File: config.mk
export PLATFORM = sky130hd
export DESIGN_NAME = onehot_count_monitor
export DESIGN_NICKNAME = d
export VERILOG_FILES = /design/src/rtl/onehot_count_monitor.sv
export SDC_FILE = /design/constraint.sdc
export NUM_CORES = 1
export LEC_CHECK = 0
export BUFFER_PORTS_ARGS = -buffer_cell sky130_fd_sc_hd__buf_2
export CAP_MARGIN = 20
export CORE_MARGIN = 3
export CORE_UTILIZATION = 60
export CTS_CLUSTER_SIZE = 25
export DETAILED_ROUTE_END_ITERATION = 12
export PLACE_DENSITY = 0.84
export SYNTH_ARGS = -nofsm -noshare
export SYNTH_HDL_FRONTEND = slang
export SYNTH_SLANG_ARGS = --single-unit
File: constraint.sdc
create_clock -name clk -period 6.91 [get_ports clk]
set_input_delay 0.3455 -clock clk [delete_from_list [all_inputs] [get_ports clk]]
set_output_delay 0.3455 -clock clk [all_outputs]
set_load 0.01 [all_outputs]
File: src/rtl/onehot_count_monitor.sv
// Monitor for a falling-edge 5-state one-hot up/down counter: decodes value and
// 7-segment digit, reports step/wrap events, counts wraps and latches faults.
module onehot_count_monitor #(
    parameter int WRAP_W         = 4,
    parameter bit SEG_ACTIVE_LOW = 1'b1
) (
    input  logic              clk,
    input  logic              reset,
    input  logic [4:0]        q_in,
    input  logic              max_in,
    input  logic              clear_err,
    output logic [2:0]        val,
    output logic [6:0]        seg,
    output logic              step,
    output logic              dir_up,
    output logic              wrap_pulse,
    output logic [WRAP_W-1:0] wraps,
    output logic              err
);

    typedef enum logic [1:0] {
        ST_INIT  = 2'd0,
        ST_TRACK = 2'd1,
        ST_FAULT = 2'd2
    } state_t;

    // XOR mask that turns an active-high pattern into the board polarity; also the blank code.
    localparam logic [6:0]        SEG_MASK = SEG_ACTIVE_LOW ? 7'h7F : 7'h00;
    localparam logic [WRAP_W-1:0] WRAP_ONE = WRAP_W'(1'b1);

    function automatic logic sample_legal(input logic [5:0] s);
        logic [4:0] q;
        q = s[4:0];
        return (q != 5'd0) && ((q & (q - 5'd1)) == 5'd0) && (s[5] == s[4]);
    endfunction

    function automatic logic [2:0] to_bin(input logic [4:0] q);
        logic [2:0] b;
        case (q)
            5'b00001: b = 3'd0;
            5'b00010: b = 3'd1;
            5'b00100: b = 3'd2;
            5'b01000: b = 3'd3;
            5'b10000: b = 3'd4;
            default:  b = 3'd0;
        endcase
        return b;
    endfunction

    function automatic logic [6:0] to_seg(input logic [2:0] v);
        logic [6:0] p;
        case (v)
            3'd0:    p = 7'h3F;
            3'd1:    p = 7'h06;
            3'd2:    p = 7'h5B;
            3'd3:    p = 7'h4F;
            3'd4:    p = 7'h66;
            default: p = 7'h00;
        endcase
        return p ^ SEG_MASK;
    endfunction

    state_t            state_q, state_d;
    logic [5:0]        cur_q, cur_d;
    logic              cur_vld_q, cur_vld_d;
    logic [4:0]        prev_q, prev_d;
    logic [2:0]        val_q, val_d;
    logic [6:0]        seg_q, seg_d;
    logic              step_q, step_d;
    logic              dir_up_q, dir_up_d;
    logic              wrap_pulse_q, wrap_pulse_d;
    logic [WRAP_W-1:0] wraps_q, wraps_d;
    logic              err_q, err_d;

    logic              cur_legal_s;
    logic [2:0]        cur_bin_s;
    logic [6:0]        cur_seg_s;
    logic [4:0]        rotl_s;
    logic [4:0]        rotr_s;

    assign cur_legal_s = sample_legal(cur_q);
    assign cur_bin_s   = to_bin(cur_q[4:0]);
    assign cur_seg_s   = to_seg(cur_bin_s);
    assign rotl_s      = {prev_q[3:0], prev_q[4]};
    assign rotr_s      = {prev_q[0], prev_q[4:1]};

    // Next-state and next-output logic; fault detection outranks step/wrap classification.
    always_comb begin
        state_d      = state_q;
        cur_d        = {max_in, q_in};
        cur_vld_d    = 1'b1;
        prev_d       = cur_q[4:0];
        val_d        = val_q;
        seg_d        = seg_q;
        step_d       = 1'b0;
        dir_up_d     = dir_up_q;
        wrap_pulse_d = 1'b0;
        wraps_d      = wraps_q;
        err_d        = err_q;

        case (state_q)
            ST_INIT: begin
                // cur still holds the reset filler until the first real sample lands
                if (!cur_vld_q) begin
                    state_d = ST_INIT;
                end else if (cur_legal_s) begin
                    val_d   = cur_bin_s;
                    seg_d   = cur_seg_s;
                    state_d = ST_TRACK;
                end else begin
                    err_d   = 1'b1;
                    state_d = ST_FAULT;
                end
            end
            ST_TRACK: begin
                if (!cur_legal_s) begin
                    err_d   = 1'b1;
                    state_d = ST_FAULT;
                end else if (cur_q[4:0] == prev_q) begin
                    val_d = cur_bin_s;
                    seg_d = cur_seg_s;
                end else if (cur_q[4:0] == rotl_s) begin
                    val_d    = cur_bin_s;
                    seg_d    = cur_seg_s;
                    step_d   = 1'b1;
                    dir_up_d = 1'b1;
                    if (prev_q[4]) begin
                        wrap_pulse_d = 1'b1;
                        wraps_d      = wraps_q + WRAP_ONE;
                    end else begin
                        wrap_pulse_d = 1'b0;
                    end
                end else if (cur_q[4:0] == rotr_s) begin
                    val_d    = cur_bin_s;
                    seg_d    = cur_seg_s;
                    step_d   = 1'b1;
                    dir_up_d = 1'b0;
                    if (prev_q[0]) begin
                        wrap_pulse_d = 1'b1;
                        wraps_d      = wraps_q - WRAP_ONE;
                    end else begin
                        wrap_pulse_d = 1'b0;
                    end
                end else begin
                    err_d   = 1'b1;
                    state_d = ST_FAULT;
                end
            end
            ST_FAULT: begin
                if (clear_err && cur_legal_s) begin
                    err_d   = 1'b0;
                    val_d   = cur_bin_s;
                    seg_d   = cur_seg_s;
                    state_d = ST_INIT;
                end else begin
                    state_d = ST_FAULT;
                end
            end
            default: begin
                state_d = ST_INIT;
            end
        endcase
    end

    // Pipeline, FSM and output registers; reset discards all sample history.
    always_ff @(posedge clk or posedge reset) begin
        if (reset) begin
            state_q      <= ST_INIT;
            cur_q        <= 6'b000001;
            cur_vld_q    <= 1'b0;
            prev_q       <= 5'b00001;
            val_q        <= 3'd0;
            seg_q        <= SEG_MASK;
            step_q       <= 1'b0;
            dir_up_q     <= 1'b1;
            wrap_pulse_q <= 1'b0;
            wraps_q      <= '0;
            err_q        <= 1'b0;
        end else begin
            state_q      <= state_d;
            cur_q        <= cur_d;
            cur_vld_q    <= cur_vld_d;
            prev_q       <= prev_d;
            val_q        <= val_d;
            seg_q        <= seg_d;
            step_q       <= step_d;
            dir_up_q     <= dir_up_d;
            wrap_pulse_q <= wrap_pulse_d;
            wraps_q      <= wraps_d;
            err_q        <= err_d;
        end
    end

    assign val        = val_q;
    assign seg        = seg_q;
    assign step       = step_q;
    assign dir_up     = dir_up_q;
    assign wrap_pulse = wrap_pulse_q;
    assign wraps      = wraps_q;
    assign err        = err_q;

endmodule

# ---- Yosys cells after proc, flatten, opt, wreduce, memory -nomap -nowiden
# Cells that the tools add are included.
dict set report totals {
  register_bits 32
  input_bits 9
  out_inout_bits 18
  elab_cells 108
}
dict set report op_classes {
  n_addsub 3
  n_eq_ne 24
  n_mux 52
  n_bitwise 3
  n_reduce_logical 15
}
# operator count
set op_table {}
lappend op_table {{$mux 7} 7}
lappend op_table {{$pmux 7 s5} 1}
lappend op_table {{$mux 1} 21}
lappend op_table {{$mux 3} 7}
lappend op_table {{$pmux 7 s3} 1}
lappend op_table {{$mux 4} 4}
lappend op_table {{$eq 5x5->1} 3}
lappend op_table {{$mux 2} 7}
lappend op_table {{$ne 2x2->1 const B} 6}
lappend op_table {{$pmux 3 s4} 1}
lappend op_table {{$reduce_and 6->1} 2}
lappend op_table {{$ne 3x3->1 const B} 3}
lappend op_table {{$pmux 3 s3} 1}
lappend op_table {{$not 7->7} 1}
lappend op_table {{$reduce_and 7->1} 1}
lappend op_table {{$eq 3x2->1 const B} 2}
lappend op_table {{$pmux 2 s3} 1}
lappend op_table {{$and 5x5->5} 1}
lappend op_table {{$eq 5x2->1 const B} 1}
lappend op_table {{$eq 5x3->1 const B} 1}
lappend op_table {{$eq 5x4->1 const B} 1}
lappend op_table {{$eq 5x5->1 const B} 1}
lappend op_table {{$logic_not 5->1} 1}
lappend op_table {{$reduce_bool 5->1} 1}
lappend op_table {{18 further kinds} 21}

# ---- Depth between registers and ports, before layout
dict set report logic_depth {
  word_depth 10
  mapped_depth 10
  mapped_depth_nobuf 9
}

# ---- Worst setup path after synthesis
# Ideal clock, no wire load.
dict set report synth_path {
  path_type {register to register}
  from {reg cur_q[3]}
  to {reg wraps_q[3], in the netlist wraps[3]}
  setup_ns 0.144
  t_arrival_ns 2.019
  required_ns 6.766
  slack_ns 4.747
  path_stages_with_launch 11
  n_path_buf 1
  synth_period_minus_slack_ns 2.163
  cell_sequence {dfrtp_1 -> buf_6 -> xnor2_1 -> and2_1 -> nand2_1 -> ha_1 -> a21o_1 -> a21o_1 -> o211ai_1 -> o311a_1 -> o221ai_1}
}
dict set report synth_between {
  elab_chain_len 6
  word_cells_on_any_way 15
  classes_between {add/sub (1); eq/ne (4); mux (1); bitwise (2); reduce/logical (7)}
}
# item line_no
set synth_rtl {}
lappend synth_rtl {{from (decl)} 64} ;# logic [5:0] cur_q, cur_d;
lappend synth_rtl {{from (signal assigned)} 181} ;# cur_q <= cur_d;
lappend synth_rtl {{$sub 5x1->5} 34} ;# return (q != 5'd0) && ((q & (q - 5'd1)) == 5'd0) && (s[5] == s[4]);
lappend synth_rtl {{$and 5x5->5} 34}
lappend synth_rtl {{$logic_not 5->1} 34}
lappend synth_rtl {{$logic_and 1x1->1 (2 in series)} 34}
lappend synth_rtl {{$reduce_and 6->1 (no line)} n/a}
lappend synth_rtl {{to (signal assigned)} 189} ;# wraps_q <= wraps_d;
lappend synth_rtl {{to (decl)} 72} ;# logic [WRAP_W-1:0] wraps_q, wraps_d;
# Parallel ways exist; a longest one is shown, timed or not.
# A chain may end at the register's enable or synchronous reset.

# ---- Worst setup path after layout
dict set report layout_path {
  from {reg cur_q[4]}
  to {reg wraps_q[3], in the netlist wraps[3]}
}
# The elaborated chain is that of the path after synthesis.

==> flow_summary.ini <==
[sta]
hold_violations = 0
rsz0062_at_grt = false
tightestPinTransition_ns = 0.553
slew_headroom_pct = 63.1
finalSetupViolCount = 0
period_minus_slack_ns = 2.55
timing.final.crit_share_pct = 37.0
drv_slew = 0
timing.fmax_mhz = 391
finalSetupTns_ns = 0
finalClockSkew_ns = 0.0161

[finish]
nFillCells = 199
post-route-cell-area_sq_mm = 0.00191
syn2layout_area_growth_pct = 12.5
diodes = 0
drive_above_1_share_pct = 33.1
num-nets-final = 186

[yosys]
synth_cell_types = 46
ys_warn_count = 0
ys.flop_type = dfrtp_1
ys_seq_elements = 31
synth_edf_count = 0
synth_fp_nets = 158
synthCells = 146
syn-cell-area_sq_mm = 0.00169
ys_seq_area_share_pct = 46.5
avgSynthCellArea_sq_um = 11.6
async_reset_ff_share_pct = 100

[clock_network]
numClockSinks = 31
cts_hold_buf = 0
cts_tree = built
cts_buffers = 5
htree_num_levels = 2
cts_buffer_depth = 2
cts.clk_slew.worst_paths_ns = 0.11
clkLatencyLatePin_ns = 0.34
cts_root_buffer = clkbuf_4
ctsResizeCount = 0
postCtsSetupBuffers = 0

[floorplanning]
die_area_sq_mm = 0.00350
coreArea_sq_mm = 0.00259
ioPinCount = 27
initial_utilization_pct = 65.4
die_height_um = 59.1
row_count = 18
die_w_um = 59.1

[min_path]
holdCritPathClass = in2async

[critical_path]
critPathMaxFanout = 14
crit_type = reg2reg
start_kind = register
crit_arrival_ns = 2.75
worstPathRequired_ns = 7.10
end_kind = register

[drt]
drtPass1Iterations = 4
antenna_left = 0
drc_errors = 0
vias_per_cell = 5.89
routedWlPerCell_um = 15.6
totalWireLength_mm = 3.21
vias = 1207
drt_iter0_drc = 58

[placed_design]
port_buffers = 26
place_area_sq_mm = 0.00182
gp_congestion = 0.888
hpwl_mm = 2.30

[global_routing]
grt_pass1_wl_mm = 5.40
grt_max_degree = 32
antenna_found_initial = 0
grt_pass1_vias = 1196
overflow = 0
grtUsageTotal_pct = 20.6

[status]
run_status = completed

[pwr]
p_per_area_mw_per_mm2 = 214
ir_worst_vdd_mv = 0.220
total_power_uw = 407
p_leak_nw = 0.851

[flow_run]
cap_violations = 0
-- stage by stage --
stage | hold WS (ns) | std cells | setup slack (ns) | util [%]
floorplan | 0.350 | 146 | 4.75 | -
global placement | 0.431 | 197 | 4.54 | 70.4
detailed placement | 0.437 | 197 | 4.41 | 70.4
CTS | 0.0684 | 205 | 4.38 | 73.6
global route | 0.0677 | 205 | 4.15 | 73.6
finish | 0.0609 | 205 | 4.36 | 73.6
-- cell families after synthesis --
| family | count (synthesis) | share of synthesized area, % |
|---|---|---|
| compound gates | 29 | 14.6 |
| fa+ha+maj | 3 | 2.66 |
| mux | 10 | 7.02 |
| flops | 31 | 46.5 |
| simple gates | 40 | 14.7 |
| other cells | 1 | 0.221 |
| xor+xnor | 20 | 10.3 |
| buf+inv | 12 | 3.99 |
-- sequential cells by signal, indices dropped and copies added (netlist names) --
signal,cells
cur_vld_q,1
step,1
prev_q,5
dir_up,1
err,1
cur_q,6
wraps,4
state_q,2
val,3
wrap_pulse,1
seg,6
-- area by class of cell --
| type | instances | area, sq um | area share, % |
|---|---|---|---|
| clock buffer | 5 | 37.5 | 1.97 |
| clock inverter | 3 | 43.8 | 2.30 |
| inverter | 6 | 22.5 | 1.18 |
| multi-input combinational | 103 | 840 | 44.1 |
| sequential | 31 | 787 | 41.3 |
| tap | 30 | 37.5 | 1.97 |
| timing repair buffer | 27 | 138 | 7.22 |
-- cell usage in the layout, fill, tap and decap left out, types with 3 or more instances in the layout --
cell,instances
clkbuf_4,5
xnor2_1,18
nand3_1,5
nor3_1,4
inv_1,6
mux2_2,6
nand2_1,4
a21o_1,3
dfrtp_1,22
nor4_1,4
a21oi_1,4
nor2_1,5
nor4b_1,3
dfstp_2,9
and3_1,3
o21ai_0,7
buf_2,26
-- power by group --
group	leakage, nW	switching, mW	total (mW)	internal [mW]
logic	0.439	0.0286	0.0547	0.0260
registers	0.367	0.0141	0.211	0.197
clock network	0.0452	0.0657	0.142	0.0761
-- Yosys cell counts (all sizes together) (4+ instances only) --
| master | count | area [sq um] |
|---|---|---|
| o21ai | 7 | 35.0 |
| nor2 | 5 | 18.8 |
| nor4b | 4 | 50.1 |
| dfstp | 9 | 236 |
| nand3 | 5 | 25.0 |
| nor4 | 4 | 25.0 |
| buf | 6 | 45.0 |
| a21oi | 4 | 20.0 |
| mux2 | 9 | 109 |
| nand2 | 4 | 15.0 |
| nor3 | 4 | 20.0 |
| dfrtp | 22 | 551 |
| xnor2 | 18 | 158 |
| inv | 6 | 22.5 |
-- final timing paths --
kind / slack [ns] / cells past startpoint / startpoint / to
max: 4.36 / 9 / cur_q[4] / wraps[3]
max in group asynchronous: 6.53 / 3 / reset / dir_up
max reg2reg: 4.36 / 9 / cur_q[4] / wraps[3]
min: 0.06 / 3 / reset / cur_vld_q
min in group clk: 0.09 / 1 / q_in[0] / cur_q[0]
min reg2reg: 0.48 / 2 / seg[4] / seg[4]
-- layer usage --
| layer | up-vias | share of wire, % | GRT usage (%) | wire, um |
|---|---|---|---|---|
| met5 | - | 0 | 0 | 0 |
| met4 | 0 | 1.4 | 8.09 | 46 |
| met3 | 8 | 5.2 | 6.97 | 167 |
| met2 | 38 | 50 | 33.3 | 1610 |
| met1 | 578 | 43 | 25.4 | 1380 |
| li1 | 583 | - | - | - |
-- critical path, stage by stage (launching register included) --
cell	delay [ns]
dfrtp_1	0.69
xnor2_1	0.21
and3_1	0.28
nand2_1	0.16
ha_1	0.30
a21o_1	0.17
a21o_1	0.20
o211ai_1	0.10
o311a_1	0.19
o221ai_1	0.11
No activity file was read; power rests on OpenSTA's default activity.
